### config.mk
export PLATFORM = sky130hd
export DESIGN_NAME = ball_controller
export DESIGN_NICKNAME = d
export VERILOG_FILES = /design/src/rtl/breakout_pkg.sv /design/src/rtl/rise_detect.sv /design/src/rtl/ball_controller.sv
export SDC_FILE = /design/constraint.sdc
export NUM_CORES = 1
export LEC_CHECK = 0
export CORE_MARGIN = 8
export CORE_UTILIZATION = 55
export DETAILED_ROUTE_END_ITERATION = 8
export PLACE_DENSITY = 0.76
export SYNTH_ARGS = -nofsm -noshare
export SYNTH_HDL_FRONTEND = slang
export SYNTH_SLANG_ARGS = --single-unit
### constraint.sdc
create_clock -name clk -period 3.8 [get_ports clk]
set_input_delay 0.76 -clock clk [delete_from_list [all_inputs] [get_ports clk]]
set_output_delay 0.76 -clock clk [all_outputs]
set_load 0.05 [all_outputs]
### src/rtl/breakout_pkg.sv
// Shared Breakout definitions.
// Holds the screen, paddle and ball geometry used by the ball controller,
// the renderer and the brick logic. It also holds the game state type and
// the per-axis direction encoding.
package breakout_pkg;

  localparam int GEO_SCREEN_W  = 640;
  localparam int GEO_SCREEN_H  = 480;
  localparam int GEO_BALL_SIZE = 8;
  localparam int GEO_PADDLE_W  = 64;
  localparam int GEO_PADDLE_Y  = 440;
  localparam int GEO_STEP      = 2;
  localparam int GEO_LIVES     = 3;

  typedef enum logic [1:0] {
    IDLE = 2'd0,
    PLAY = 2'd1,
    OVER = 2'd2
  } state_t;

  // One bit per axis; a set bit means the axis moves towards zero.
  localparam logic DIR_POS = 1'b0;
  localparam logic DIR_NEG = 1'b1;

endpackage

### src/rtl/rise_detect.sv
// Rising-edge detector for a level that is already synchronous to clk.
// Ports: clk, rst (sync, active-high), in (level), pulse (one clk per 0->1).
// The history register resets to 1. A level that is already high when
// reset is released therefore does not count as an edge.
module rise_detect (
  input  logic clk,
  input  logic rst,
  input  logic in,
  output logic pulse
);

  logic in_q;

  always_ff @(posedge clk) begin
    if (rst) in_q <= 1'b1;
    else     in_q <= in;
  end

  assign pulse = in & ~in_q;

endmodule

### src/rtl/ball_controller.sv
// Breakout ball motion and life tracking.
// The ball advances once per rising edge of the divider's tick. It bounces
// off the walls and the paddle, deflects on brick hits, and loses a life
// on a miss.
// Ports:
//   clk, rst       system clock, synchronous active-high reset
//   tick           divided-clock level; each rising edge is one update
//   serve          launch from IDLE, restart from OVER
//   paddle_x       paddle left edge
//   brick_hit      one-cycle brick collision pulse
//   ball_x/ball_y  ball top-left corner (registered)
//   lives          remaining lives
//   missed         one-cycle pulse when the ball is lost
//   game_over      high while in OVER
module ball_controller
  import breakout_pkg::*;
#(
  parameter int SCREEN_W  = GEO_SCREEN_W,
  parameter int SCREEN_H  = GEO_SCREEN_H,
  parameter int BALL_SIZE = GEO_BALL_SIZE,
  parameter int PADDLE_W  = GEO_PADDLE_W,
  parameter int PADDLE_Y  = GEO_PADDLE_Y,
  parameter int STEP      = GEO_STEP,
  parameter int LIVES     = GEO_LIVES
) (
  input  logic       clk,
  input  logic       rst,
  input  logic       tick,
  input  logic       serve,
  input  logic [9:0] paddle_x,
  input  logic       brick_hit,
  output logic [9:0] ball_x,
  output logic [9:0] ball_y,
  output logic [1:0] lives,
  output logic       missed,
  output logic       game_over
);

  // All geometry comparisons are done on 11 bits so that sums never wrap.
  localparam logic [10:0] STEP11   = 11'(STEP);
  localparam logic [10:0] BS11     = 11'(BALL_SIZE);
  localparam logic [10:0] PW11     = 11'(PADDLE_W);
  localparam logic [10:0] PY11     = 11'(PADDLE_Y);
  localparam logic [10:0] XMAX11   = 11'(SCREEN_W - BALL_SIZE);
  localparam logic [10:0] YMISS11  = 11'(SCREEN_H - BALL_SIZE);
  localparam logic [9:0]  PARK_OFF = 10'((PADDLE_W - BALL_SIZE) / 2);
  localparam logic [9:0]  PARK_Y   = 10'(PADDLE_Y - BALL_SIZE);
  localparam logic [1:0]  LIVES_INIT = 2'(LIVES);

  state_t state;
  logic   dx_neg, dy_neg, brick_pend;
  logic   upd_p0;

  // ---- stage 0: update strobe from the tick level ----
  rise_detect u_rise (
    .clk   (clk),
    .rst   (rst),
    .in    (tick),
    .pulse (upd_p0)
  );

  // ---- next-position evaluation from the current registers ----
  logic [10:0] x11, y11, px11;
  logic        dy_eff;
  logic        paddle_hit;
  logic [9:0]  x_nxt, y_nxt;
  logic        dx_nxt, dy_nxt, miss_nxt;

  assign x11  = {1'b0, ball_x};
  assign y11  = {1'b0, ball_y};
  assign px11 = {1'b0, paddle_x};

  // A pending brick hit flips vertical direction before the move is
  // evaluated, so the reflection takes effect in this same update.
  assign dy_eff = dy_neg ^ brick_pend;

  assign paddle_hit = (y11 + BS11 <= PY11) &&
                      (y11 + BS11 + STEP11 >= PY11) &&
                      (x11 + BS11 > px11) &&
                      (x11 < px11 + PW11);

  always_comb begin
    x_nxt    = ball_x;
    dx_nxt   = dx_neg;
    y_nxt    = ball_y;
    dy_nxt   = dy_eff;
    miss_nxt = 1'b0;

    if (dx_neg == DIR_NEG) begin
      if (x11 < STEP11) begin
        x_nxt  = '0;
        dx_nxt = DIR_POS;
      end else begin
        x_nxt = 10'(x11 - STEP11);
      end
    end else begin
      if (x11 + STEP11 >= XMAX11) begin
        x_nxt  = 10'(XMAX11);
        dx_nxt = DIR_NEG;
      end else begin
        x_nxt = 10'(x11 + STEP11);
      end
    end

    if (dy_eff == DIR_NEG) begin
      if (y11 < STEP11) begin
        y_nxt  = '0;
        dy_nxt = DIR_POS;
      end else begin
        y_nxt = 10'(y11 - STEP11);
      end
    end else if (paddle_hit) begin
      y_nxt  = PARK_Y;
      dy_nxt = DIR_NEG;
    end else if (y11 + STEP11 >= YMISS11) begin
      miss_nxt = 1'b1;
    end else begin
      y_nxt = 10'(y11 + STEP11);
    end
  end

  // ---- stage 1: registered state and outputs ----
  always_ff @(posedge clk) begin
    if (rst) begin
      state      <= IDLE;
      lives      <= LIVES_INIT;
      missed     <= 1'b0;
      dx_neg     <= DIR_POS;
      dy_neg     <= DIR_NEG;
      brick_pend <= 1'b0;
      ball_x     <= PARK_OFF;
      ball_y     <= PARK_Y;
    end else begin
      missed <= 1'b0;
      case (state)
        IDLE: begin
          ball_x     <= paddle_x + PARK_OFF;
          ball_y     <= PARK_Y;
          brick_pend <= 1'b0;
          if (serve) begin
            state  <= PLAY;
            dx_neg <= DIR_POS;
            dy_neg <= DIR_NEG;
          end
        end
        PLAY: begin
          if (upd_p0) begin
            // A hit arriving with this update is kept for the next one.
            brick_pend <= brick_hit;
            ball_x     <= x_nxt;
            dx_neg     <= dx_nxt;
            dy_neg     <= dy_nxt;
            if (miss_nxt) begin
              missed     <= 1'b1;
              lives      <= lives - 2'd1;
              brick_pend <= 1'b0;
              state      <= (lives == 2'd1) ? OVER : IDLE;
            end else begin
              ball_y <= y_nxt;
            end
          end else if (brick_hit) begin
            brick_pend <= 1'b1;
          end
        end
        OVER: begin
          if (serve) begin
            state <= IDLE;
            lives <= LIVES_INIT;
          end
        end
        default: state <= IDLE;
      endcase
    end
  end

  assign game_over = (state == OVER);

endmodule

### Word level (Yosys, flattened, before mapping)

Cells that the tools add are included.

| storage, ports and cells | value |
|---|---|
| logic and storage cells | 97 |
| register bits after elaboration | 29 |
| output and inout port bits | 24 |

| operators by class | value |
|---|---|
| multiplexer cells | 42 |
| add/sub/neg operators | 10 |
| bitwise gates (word level) | 5 |
| equal/unequal tests | 10 |
| reduce and logical (&&, ||, !) cells | 13 |
| order comparisons | 8 |

Operators with widths:

| cell | number |
|---|---|
| $mux 10 | 10 |
| $pmux 10 s2 | 2 |
| $add 10x2->11 const B | 2 |
| $add 10x4->11 const B | 2 |
| $ge 11x9->1 const B | 2 |
| $lt 10x2->1 const B | 2 |
| $sub 10x2->10 const B | 2 |
| $mux 1 | 17 |
| $mux 2 | 8 |
| $reduce_and 4->1 | 3 |
| $add 10x7->11 const B | 1 |
| $add 11x2->11 const B | 1 |
| $ge 11x10->1 const B | 1 |
| $gt 11x10->1 | 1 |
| $le 11x9->1 const B | 1 |
| $lt 10x11->1 | 1 |
| $add 10x5->10 const B | 1 |
| $ne 2x2->1 const B | 4 |
| $pmux 1 s2 | 3 |
| $pmux 2 s3 | 1 |
| $eq 2x1->1 const B | 2 |
| $ne 4x4->1 const B | 1 |
| $pmux 2 s2 | 1 |
| $reduce_and 2->1 | 2 |
| other kinds (12) | 17 |

### Longest topological paths before layout

| logic depth | value |
|---|---|
| depth in word-level cells | 11 |
| depth in mapped cells | 14 |

### Modules after synthesis

From an unflattened synthesis, not the netlist that was laid out.

| second synthesis, totals | value |
|---|---|
| cell total of the unflattened synthesis | 410 |
| area total of the unflattened synthesis | 3016.6 µm² |

Modules (own cells, without submodules):

| module | seq. area each (µm²) | area each (µm²) | times used | cells each |
|---|---|---|---|---|
| ball_controller | 540.5 | 2984.1 | 1 | 407 |
| rise_detect | 20.0 | 32.5 | 1 | 3 |

### Worst setup path before layout

Ideal clock, no wire load.

| timing | value |
|---|---|
| kind | register to register |
| start point | register ball_x[5] |
| end point | register brick_pend |
| arrival time | 3252 ps |
| clock period less this slack | 3384 ps |
| required time | 3668 ps |
| cell stages (with the launch flop) | 14 |
| path slack | 416 ps |
| buffers on the path | 2 |
| cell sequence | dfxtp_1 buf_1 nand3_1 xnor2_1 ha_1 nand4_1 nor2_1 or4_1 o31ai_1 a211oi_2 or2_0 buf_2 o211ai_1 a21oi_1 |

| on the way | value |
|---|---|
| longest elaborated chain between the ends | 9 |
| elaborated cells on any way between the ends | 10 |
| those cells by class | add/sub: 1; order compare: 2; mux: 5; reduce/logical: 2 |

RTL lines:

| item | line | source |
|---|---|---|
| start, declared | ball_controller.sv:32 | `output logic [9:0] ball_x,` |
| start signal, assigned | ball_controller.sv:137 | `ball_x <= paddle_x + PARK_OFF;` |
| start signal, assigned | ball_controller.sv:150 | `ball_x <= x_nxt;` |
| $add 10x4->11 | ball_controller.sv:79 | `(x11 + BS11 > px11) &&` |
| $gt 11x10->1 | ball_controller.sv:79 |  |
| $logic_and 1x1->1 | ball_controller.sv:78 | `(y11 + BS11 + STEP11 >= PY11) &&` |
| $logic_and 1x1->1 * | ball_controller.sv:79 |  |
| $mux 1 * | ball_controller.sv:112 | `end else if (paddle_hit) begin` |
| $mux 1 * | ball_controller.sv:105 | `if (dy_eff == DIR_NEG) begin` |
| $mux 1 * | ball_controller.sv:153 | `if (miss_nxt) begin` |
| $mux 1 * | ball_controller.sv:147 | `if (upd_p0) begin` |
| $pmux 1 s2 * | ball_controller.sv:135 | `case (state)` |
| end signal, assigned | ball_controller.sv:149 | `brick_pend <= brick_hit;` |
| end, declared | ball_controller.sv:51 | `logic dx_neg, dy_neg, brick_pend;` |

Mark *: on every way between the ends. The rest lies on a longest branch, timed or not.
A chain may end at the register's enable or synchronous reset.

### Final worst setup path

| timing | value |
|---|---|
| start point | register ball_x[4] |
| end point | register ball_y[3] |

| on the way | value |
|---|---|
| longest elaborated chain between the ends | 9 |
| elaborated cells on any way between the ends | 15 |
| those cells by class | add/sub: 1; order compare: 2; eq/ne: 2; mux: 7; reduce/logical: 3 |

RTL lines:

| item | line | source |
|---|---|---|
| $add 10x4->11 | ball_controller.sv:79 |  |
| $gt 11x10->1 | ball_controller.sv:79 |  |
| $logic_and 1x1->1 | ball_controller.sv:78 |  |
| $logic_and 1x1->1 * | ball_controller.sv:79 |  |
| $mux 10 | ball_controller.sv:112 |  |
| $mux 10 | ball_controller.sv:105 |  |
| $mux 10 | ball_controller.sv:153 |  |
| $mux 10 | ball_controller.sv:147 |  |
| $pmux 10 s2 | ball_controller.sv:135 |  |
| end signal, assigned | ball_controller.sv:159 | `ball_y <= y_nxt;` |
| end, declared | ball_controller.sv:33 | `output logic [9:0] ball_y,` |

Mark *: on every way between the ends. The rest lies on a longest branch, timed or not. The select of a mux whose other input is x is not followed.

==> flow_metrics.tcl <==
set metrics [dict create \
    cpLargestDelayFamily "simple AND/OR/NAND/NOR gates" \
    r2r_slack_ns 0.32 \
    area.sequential_um2 561 \
    fin_skew_ns 0.00603 \
    synth-edff-count 0 \
    cts.clk_slew.worst_paths_ns 0.11 \
    path_buf_inv 1 \
    grt_pass1_wl_mm 13.9 \
    r2r-start "ball_x[4]$_SDFFE_PP1P_" \
    crit_start "ball_x[4]$_SDFFE_PP1P_" \
    power_uw 942 \
    clock-sinks 28 \
    synth_largest_area_cell "dfxtp_1" \
    wl_per_cell_um 15.8 \
    seq_area_frac_synth_pct 18.3 \
    num_vias 3158 \
    fin_util_pct 66.0 \
    stdcell_count 513 \
    nNetsFinal 487 \
    synth_ff_type "dfxtp_1" \
    finalSetupViolCount 0 \
    cap_violations 0 \
    rsz0062_at_grt "false" \
    viasPerCell 6.16 \
    slew_headroom_pct 59.7 \
    place_area_mm2 0.00352 \
    die_width_um 90.6 \
    firstDrtPassIters 6 \
    synth-seq-cells 28 \
    critical_path_required_ns 4.00 \
    port-buffer-count 37 \
    endpoint_kind "flip-flop" \
    async_flop_share_pct 0 \
    htreeDepth 1 \
    crit_type "flip-flop to flip-flop" \
    fmax_mhz 288 \
    finalWirelength_mm 8.10 \
    final_cell_area_mm2 0.00359 \
    clock_latency_ns 0.29 \
    crit_path_end "ball_y[3]$_SDFFE_PP0P_" \
    rr_worst_depth 13 \
    rows 27 \
    path_depth 13 \
    drtIter0Drc 238 \
    drive_above_1_share_pct 7.94 \
    max-vdd-ir-drop_v 0.000272 \
    antenna_found_initial 0 \
    setup_slack_ns 0.322 \
    nFillCells 495 \
    multi_input_area_mm2 0.00229 \
    crit_path_start_kind "flip-flop" \
    ys_warn_count 0 \
    die_area_mm2 0.00821 \
    dpl.hpwl_mm 6.34 \
    cp_max_fo 7 \
    whs_ns 0.543 \
    drc 0 \
    p_leak_nw 1.36 \
    tritoncts "done" \
    hold_buffers 0 \
    grt_usage_pct 19.7 \
    synthTopCellsByArea "dfxtp_1 (18%), ha_1 (12%), xnor2_1 (4.9%)" \
    fin_setup_tns_ns 0 \
    p_per_area_mw_per_mm2 263 \
    postCtsSetupBuffers 0 \
    syn_avg_cell_area_um2 7.50 \
    syn-cell-area_mm2 0.00306 \
    status "completed" \
    cts_resized 0 \
    slew_viol_final 0 \
    insertedDiodeCount 0 \
    antenna_left 0 \
    clockRootBuffer "clkbuf_8" \
    r2r_end "ball_y[3]$_SDFFE_PP0P_" \
    hold_path_class "flip-flop to flip-flop" \
    period_needed_ns 3.48 \
    post-place-ws_ns 0.0271 \
    io_pins 39 \
    fin_crit_sh_pct 91.5 \
    initial_core_util_pct 56.3 \
    cpPeakStageDelay_ns 0.51 \
    yosysTopAreaCellShare_pct 18.3 \
    hold_violations 0 \
    syn_inst 408 \
    core_mm2 0.00544 \
    cts_buffers 3 \
    die_h_um 90.6 \
    dpl.cell_count 509 \
    synth_cell_types 68 \
    path_cells "ha_1, nand3_1, xnor2_1, ha_1, nand4_1, nor2_1, or4_1, o31ai_1, a211oi_2, buf_4, nor2_1, a221oi_1, o32ai_1" \
    syn_nets 453 \
    grt_pass1_vias 2906 \
    syn2layout_area_growth_pct 17.3 \
    worst_pin_slew_ns 0.596 \
    arrival_ns 3.68 \
    grt_overflow_total 0 \
    place.gp.congestion 0.898 \
    grt_max_degree 24 \
    slowest_stage "dfxtp_1" \
    clk_path_buf_depth 2 \
]
==> power by group <==
part | switching (mW) | internal [mW]
registers | 0.0302 | 0.307
logic | 0.206 | 0.151
clock network | 0.106 | 0.141
total | 0.342 | 0.600
==> cells in the final DEF (no fill, tap or decap), types with 4 or more instances in the layout <==
master,n
nand3b_1,4
nand3_1,13
xor2_1,14
or3_1,9
ha_1,30
a21o_1,6
xnor2_1,17
nand2b_1,7
a31oi_1,4
o21ai_0,20
clkdlybuf4s50_1,37
o32ai_1,4
nor3_1,24
buf_4,16
nand2_1,32
dfxtp_1,28
nor2_1,33
nor2b_1,5
inv_1,22
o22ai_1,5
nand4_1,7
a211oi_1,6
o211ai_1,4
a21oi_1,28
==> registers in the layout, summed over array words and instances, names as in the netlist <==
signal and cells:
missed 1, dy_neg 1, brick_pend 1, ball_x 10
state 2, lives 2, u_rise.in_q 1, ball_y 9
dx_neg 1
==> area by class of cell <==
cell class | instances | area share (%)
well taps | 72 | 2.51
repair buffers | 53 | 13.7
inverters | 22 | 2.30
flip-flops and latches | 28 | 15.6
clock inverters | 1 | 0.837
multi-input cells | 334 | 63.9
clock buffers | 3 | 1.15
==> tightest hold or removal path: cells and delay by family (launching register included) <==
kind	cells	cell delay (ns)
AO/OA/AOI/OAI	1	0.10
flip-flops	1	0.36
AND/OR/NAND/NOR	1	0.06
==> cells by family after synthesis <==
family	Yosys count	share of synthesized area, %
and+or+nand+nor	154	26.2
DFF	28	18.3
buffers and inverters	46	6.70
adders and majority gates	30	12.3
AOI/OAI and AO/OA	113	25.8
other	1	0.123
muxes	5	1.72
xor gates and xnor gates	31	8.87
==> per-layer routing <==
| layer | global-route usage (%) | vias up | part of all wire (%) |
|---|---|---|---|
| li1 | - | 1563 | - |
| met1 | 27.3 | 1484 | 47 |
| met2 | 30.1 | 104 | 45 |
| met3 | 4.07 | 7 | 7.2 |
| met4 | 4.30 | 0 | 0.84 |
| met5 | 0 | - | 0 |
==> synth_stat cells (all sizes together) (11+ instances only) <==
| master | n |
|---|---|
| inv | 22 |
| buf | 13 |
| ha | 30 |
| nor3 | 24 |
| or3 | 12 |
| nand3 | 14 |
| o21ai | 22 |
| clkbuf | 11 |
| nor2 | 33 |
| xor2 | 14 |
| nand2 | 33 |
| xnor2 | 17 |
| dfxtp | 28 |
| a21oi | 28 |
==> worst min path at each step <==
stage,slack [ns],cells after the start,end,startpoint
2_1_floorplan,0.49,2,brick_pend$_SDFFE_PP0P_,brick_pend$_SDFFE_PP0P_
3_3_place_gp,0.50,2,lives[0]$_SDFFE_PP1P_,lives[0]$_SDFFE_PP1P_
3_5_place_dp,0.51,2,lives[0]$_SDFFE_PP1P_,lives[0]$_SDFFE_PP1P_
4_1_cts,0.54,2,lives[0]$_SDFFE_PP1P_,lives[0]$_SDFFE_PP1P_
5_1_grt,0.57,2,lives[0]$_SDFFE_PP1P_,lives[0]$_SDFFE_PP1P_
6_report,0.54,2,lives[0]$_SDFFE_PP1P_,lives[0]$_SDFFE_PP1P_
(Power assumes the default switching activity.)
